==> src/rtl/rr_arb8_ctrl_pkg.sv <==
// Shared types and constants for the 8-way round-robin arbiter.
// Imported by the arbiter top and the grant decoder.
package rr_arb8_ctrl_pkg;

  localparam int N_REQ = 8;
  localparam int IDX_W = 3;

  // Reset pointer of 7 makes index 0 the first one searched.
  localparam logic [IDX_W-1:0] PTR_RST = 3'd7;

  typedef enum logic [1:0] {
    ST_IDLE  = 2'd0,
    ST_GRANT = 2'd1,
    ST_GAP   = 2'd2
  } state_e;

endpackage

==> src/rtl/rr_arb8_ctrl_grant_dec.sv <==
// Index-to-one-hot decoder for the shared select resource.
// Output is all zero whenever the grant is not valid.
module rr_grant_dec
  import rr_arb8_ctrl_pkg::*;
(
  input  logic [IDX_W-1:0] idx_i,
  input  logic             valid_i,
  output logic [N_REQ-1:0] onehot_o
);

  // Decode the index, gated by valid.
  always_comb begin
    onehot_o = '0;
    if (valid_i) begin
      onehot_o[idx_i] = 1'b1;
    end
  end

endmodule

==> src/rtl/rr_arb8_ctrl.sv <==
// Round-robin arbiter for an 8-way select with hold limit
// and a single dead cycle between consecutive owners.
module rr_arb8_ctrl
  import rr_arb8_ctrl_pkg::*;
#(
  parameter int MAX_HOLD = 16
) (
  input  logic             clk,
  input  logic             reset,
  input  logic             en,
  input  logic [N_REQ-1:0] req,
  output logic             gnt_valid,
  output logic [IDX_W-1:0] gnt_idx,
  output logic [N_REQ-1:0] gnt_onehot,
  output logic             timeout
);

  localparam int HOLD_W = $clog2(MAX_HOLD);
  localparam logic [HOLD_W-1:0] HOLD_LAST =
    HOLD_W'(MAX_HOLD - 1);

  state_e            state_q;
  logic [IDX_W-1:0]  ptr_q;
  logic [IDX_W-1:0]  idx_q;
  logic              valid_q;
  logic              timeout_q;
  logic [HOLD_W-1:0] hold_q;

  logic [IDX_W-1:0]  win_d;
  logic              start_d;

  // First set request after p, wrapping; p itself is
  // searched last. Iterating from far to near lets the
  // nearest hit overwrite the others.
  function automatic logic [IDX_W-1:0] rr_winner(
    input logic [N_REQ-1:0] r,
    input logic [IDX_W-1:0] p
  );
    logic [IDX_W-1:0] w;
    logic [IDX_W-1:0] c;
    w = p;
    for (int k = N_REQ; k >= 1; k--) begin
      c = p + IDX_W'(k);
      if (r[c]) begin
        w = c;
      end
    end
    return w;
  endfunction

  assign win_d   = rr_winner(req, ptr_q);
  assign start_d = en & (|req);

  // Grant FSM: pick, hold until release or limit, then gap.
  always_ff @(posedge clk) begin
    if (reset) begin
      state_q   <= ST_IDLE;
      ptr_q     <= PTR_RST;
      idx_q     <= '0;
      valid_q   <= 1'b0;
      timeout_q <= 1'b0;
      hold_q    <= '0;
    end else begin
      timeout_q <= 1'b0;
      unique case (state_q)
        ST_IDLE, ST_GAP: begin
          if (start_d) begin
            state_q <= ST_GRANT;
            idx_q   <= win_d;
            valid_q <= 1'b1;
            hold_q  <= '0;
          end else begin
            state_q <= ST_IDLE;
          end
        end
        ST_GRANT: begin
          if (!req[idx_q]) begin
            valid_q <= 1'b0;
            ptr_q   <= idx_q;
            state_q <= ST_GAP;
          end else if (hold_q == HOLD_LAST) begin
            valid_q   <= 1'b0;
            timeout_q <= 1'b1;
            ptr_q     <= idx_q;
            state_q   <= ST_GAP;
          end else begin
            hold_q <= hold_q + HOLD_W'(1);
          end
        end
        default: begin
          state_q <= ST_IDLE;
          valid_q <= 1'b0;
        end
      endcase
    end
  end

  rr_grant_dec u_dec (
    .idx_i    (idx_q),
    .valid_i  (valid_q),
    .onehot_o (gnt_onehot)
  );

  assign gnt_valid = valid_q;
  assign gnt_idx   = idx_q;
  assign timeout   = timeout_q;

endmodule

==> config.mk <==
export PLATFORM = sky130hd
export DESIGN_NAME = rr_arb8_ctrl
export DESIGN_NICKNAME = d
export VERILOG_FILES = /design/src/rtl/rr_arb8_ctrl_pkg.sv /design/src/rtl/rr_arb8_ctrl_grant_dec.sv /design/src/rtl/rr_arb8_ctrl.sv
export SDC_FILE = /design/constraint.sdc
export NUM_CORES = 1
export LEC_CHECK = 0
export BUFFER_PORTS_ARGS = -buffer_cell sky130_fd_sc_hd__buf_2
export CELL_PAD_IN_SITES_DETAIL_PLACEMENT = 0
export CELL_PAD_IN_SITES_GLOBAL_PLACEMENT = 1
export CORE_MARGIN = 10
export CORE_UTILIZATION = 23
export CTS_BUF_LIST = sky130_fd_sc_hd__clkbuf_8
export CTS_CLUSTER_DIAMETER = 50
export DETAILED_ROUTE_END_ITERATION = 10
export GPL_TIMING_DRIVEN = 0
export PLACE_DENSITY_LB_ADDON = 0.1
export SYNTH_ARGS = -nofsm -noshare
export SYNTH_HDL_FRONTEND = slang
export SYNTH_SLANG_ARGS = --single-unit
==> constraint.sdc <==
create_clock -name clk -period 3.5 [get_ports clk]
set_input_delay 1.05 -clock clk [delete_from_list [all_inputs] [get_ports clk]]
set_output_delay 1.05 -clock clk [all_outputs]
set_load 0.01 [all_outputs]
==> results.md <==
* Initial antenna violation count at 0
* Via-to-Cell Ratio at 5.359
* Height of the chip at 98.30 um
* Share of layout cells above drive strength 1 at a little over a quarter
* Finished Layout Cells at between 200 and 300
* # DRC at 0
* Rows at 28
* Net count reported at finish at about 200
* Drt pass-1 iters at 4
* Die Wd at approximately 100 um
* Switching share of total power at approximately 40%
* CTS Hold Bufs at 0
* Synthesized net count at roughly 170
* Cells after synthesis at about 160
* Final worst path period share at 87.50%
* Worst Slack Setup Final at 0.4375 ns
* Antenna diode count at 0
* Total vias in the final route at 1,388
* Hpwl dp at 3431 um
* Synth cell types at 46
* Critical path peak fanout at 10
* Synth warn at 0
* Worst-case clock buffer depth at 2
* Clock latency on the worst-skew pair at 0.24 ns
* Starting Density at 23.82%
* Min Tclk post-route at ~3 ns
* Final setup vio count at 0
* Pwr dens at 447.9 nW/um^2
* Most common cell after layout, fill and taps aside: buf_2
* Crit. End Element: register
* Post-Syn Area at 1410 um^2
* RSZ-0062 raised after global routing: no
* Placer Congestion at approximately 0.95
* Clk pwr share at 21.2%
* Post-synth EDFFs at 0
* Final Hold Viols at 0
* Total gr overflow at 0
* Pint at 449.1 uW
* CTS buffer count at 3
* Synthesized flop and latch total at 14
* Top FF cell, synth: dfxtp_1
* WHS at 0.4819 ns
* GR Util All Layers at 8.949%
* Core Region at 5921 um^2
* Nature of the critical path startpoint: register
* Required time of the critical path at 3.66 ns
* Reg power frac at 26.3%
* Most frequent cells in the layout: buf_2 (23), nor2_1 (19), nand2_1 (16)
* TritonCTS sink count at 14
* Synthesized area per cell at approximately 9 um^2
* Hold WC Path Type: reg -> reg
* Clock transition at the registers of the reported paths at 0.06 ns
* H-Tree Depth at 1
* Peak supply drop at around 0.15 mV
* Area added between synthesis and finish at 18.46%
* Status: completed
* CP delay by family, top: multiplexers
* DP Cell Count at 257
* WL/cell at approximately 17 um
* Leak Pwr at 0.0006815 uW
* Post-CTS Setup Bufs at 0
* Setup Skew at 0.002106 ns
* Worst path bufs/invs at 3
* Initial DRC Count at 84
* CP max-delay cell: mux4_2
* Antenna viol nets, final at 0
* Routed Wire Length at 4354 um
* NetSw at roughly 300 uW
* Placement-stage worst setup slack at -0.1610 ns
* Max Clk Rate at 326.5 MHz
* IO Pins at 24
* Max-slew violations at 0
* Worst Max-Slew Pin Slew at 0.6005 ns
* Pin count of the biggest net entering global routing at 11
* Async set-reset flop share out of synthesis at 0%
* CTS tree: yes
* Clock root buffer: clkbuf_8
* Worst Path Arrival at 3.22 ns
* I/O Buffers at 23
* First-pass GRT wire length at 7341 um
* Worst-path cell chain: buf_6 > clkbuf_2 > inv_1 > ha_2 > mux4_2 > mux2i_1 > nor2_1 > a311oi_1 > o221ai_1 > a211oi_2
* Crit path kind: reg -> reg
* Die area at ~9700 um^2
* Vias in the first global route at 1,399
* Post-synthesis sequential area ratio at 19.88%
* Max-slew headroom at 59.78%
* Crit-path max cell delay at 0.62 ns
* Combinational power share at around 53%
* MaxCap Viol Count at 0
-- final cells by class --
type                            instances  area, um^2
Fill cell                             636        4250
Multi-Input combinational cell        129        1057
Tap cell                               75       93.84
Clock buffer                            4       55.05
Inverter                                6       22.52
Buffer                                  8       46.29
Sequential cell                        14       280.3
Timing Repair Buffer                   23       115.1
-- sequential cells by signal (all words and copies together), names as in the netlist --
name,flops
timeout,1
state_q,2
hold_q,4
gnt_idx,3
ptr_q,3
gnt_valid,1
-- worst register-to-register path: stages (launching register included) --
cell,delay (ns)
dfxtp_1,0.36
buf_6,0.17
clkbuf_2,0.31
inv_1,0.09
ha_2,0.47
mux4_2,0.62
mux2i_1,0.30
nor2_1,0.07
a311oi_1,0.21
o221ai_1,0.17
a211oi_2,0.23
-- kinds of logic (layout without fill, tap and decap cells) --
| family | after synthesis | after routing | share of synthesized area, % |
|---|---|---|---|
| muxes | 27 | 27 | 31.06 |
| DFF | 14 | 14 | 19.88 |
| and+or+nand+nor | 59 | 59 | 20.23 |
| xor gates and xnor gates | 5 | 5 | 3.106 |
| adders and majority gates | 3 | 3 | 2.662 |
| AOI/OAI and AO/OA | 35 | 35 | 17.75 |
| buffers and inverters | 16 | 41 | 5.324 |
-- repair_timing --
item	CTS	global route
pin swaps	0	0
setup endpoints to repair	1	1
resized for setup	1	1
gates cloned	0	0
-- stage by stage --
stage / area [um^2] / util [%] / setup TNS (ns) / power (uW)
finish: 1670 / 28.21 / 0 / 748.1
global route: 1670 / 28.21 / 0 / 810.2
CTS: 1672 / 28.23 / 0 / 757.7
detailed placement: 1619 / 27.35 / -0.1610 / 593.3
global placement: 1619 / 27.35 / -0.04571 / 590.3
floorplan: 1410 / - / 0 / 490.1
-- Yosys cell counts (all sizes together), types with 3 or more instances --
library cell	number	area share, %
a211oi	4	2.5
a21oi	9	3.2
a31oi	3	1.3
clkbuf	8	2.1
dfxtp	14	20
ha	3	2.7
inv	5	1.3
mux2	5	4.5
mux2i	10	7.1
mux4	12	19
nand2	16	4.3
nand2b	3	1.3
nand3	4	1.4
nand4	3	1.3
nor2	19	5.1
xnor2	3	1.9
-- power groups by stage --
stage / combinational, uW / sequential (uW) / clock [uW]
2_1_floorplan: 292 / 198 / 0
3_3_place_gp: 390 / 200 / 0
3_5_place_dp: 393 / 201 / 0
4_1_cts: 394 / 197 / 166
5_1_grt: 438 / 200 / 172
6_report: 393 / 197 / 159
-- layer usage --
| metal | GRT usage (%) | share of wire [%] |
|---|---|---|
| met1 | 12.00 | 49 |
| met2 | 14.37 | 47 |
| met3 | 2.255 | 3.8 |
| met4 | 1.103 | 0 |
| met5 | 0 | 0 |
-- path summary, 6_finish.rpt --
path / start / to / slack (ns) / cells past startpoint
max: ptr_q[0] / gnt_idx[1] / 0.44 / 10
min: state_q[0] / gnt_valid / 0.48 / 1
max reg2reg: ptr_q[0] / gnt_idx[1] / 0.44 / 10
min reg2reg: state_q[0] / gnt_valid / 0.48 / 1
(Power assumes the default switching activity.)
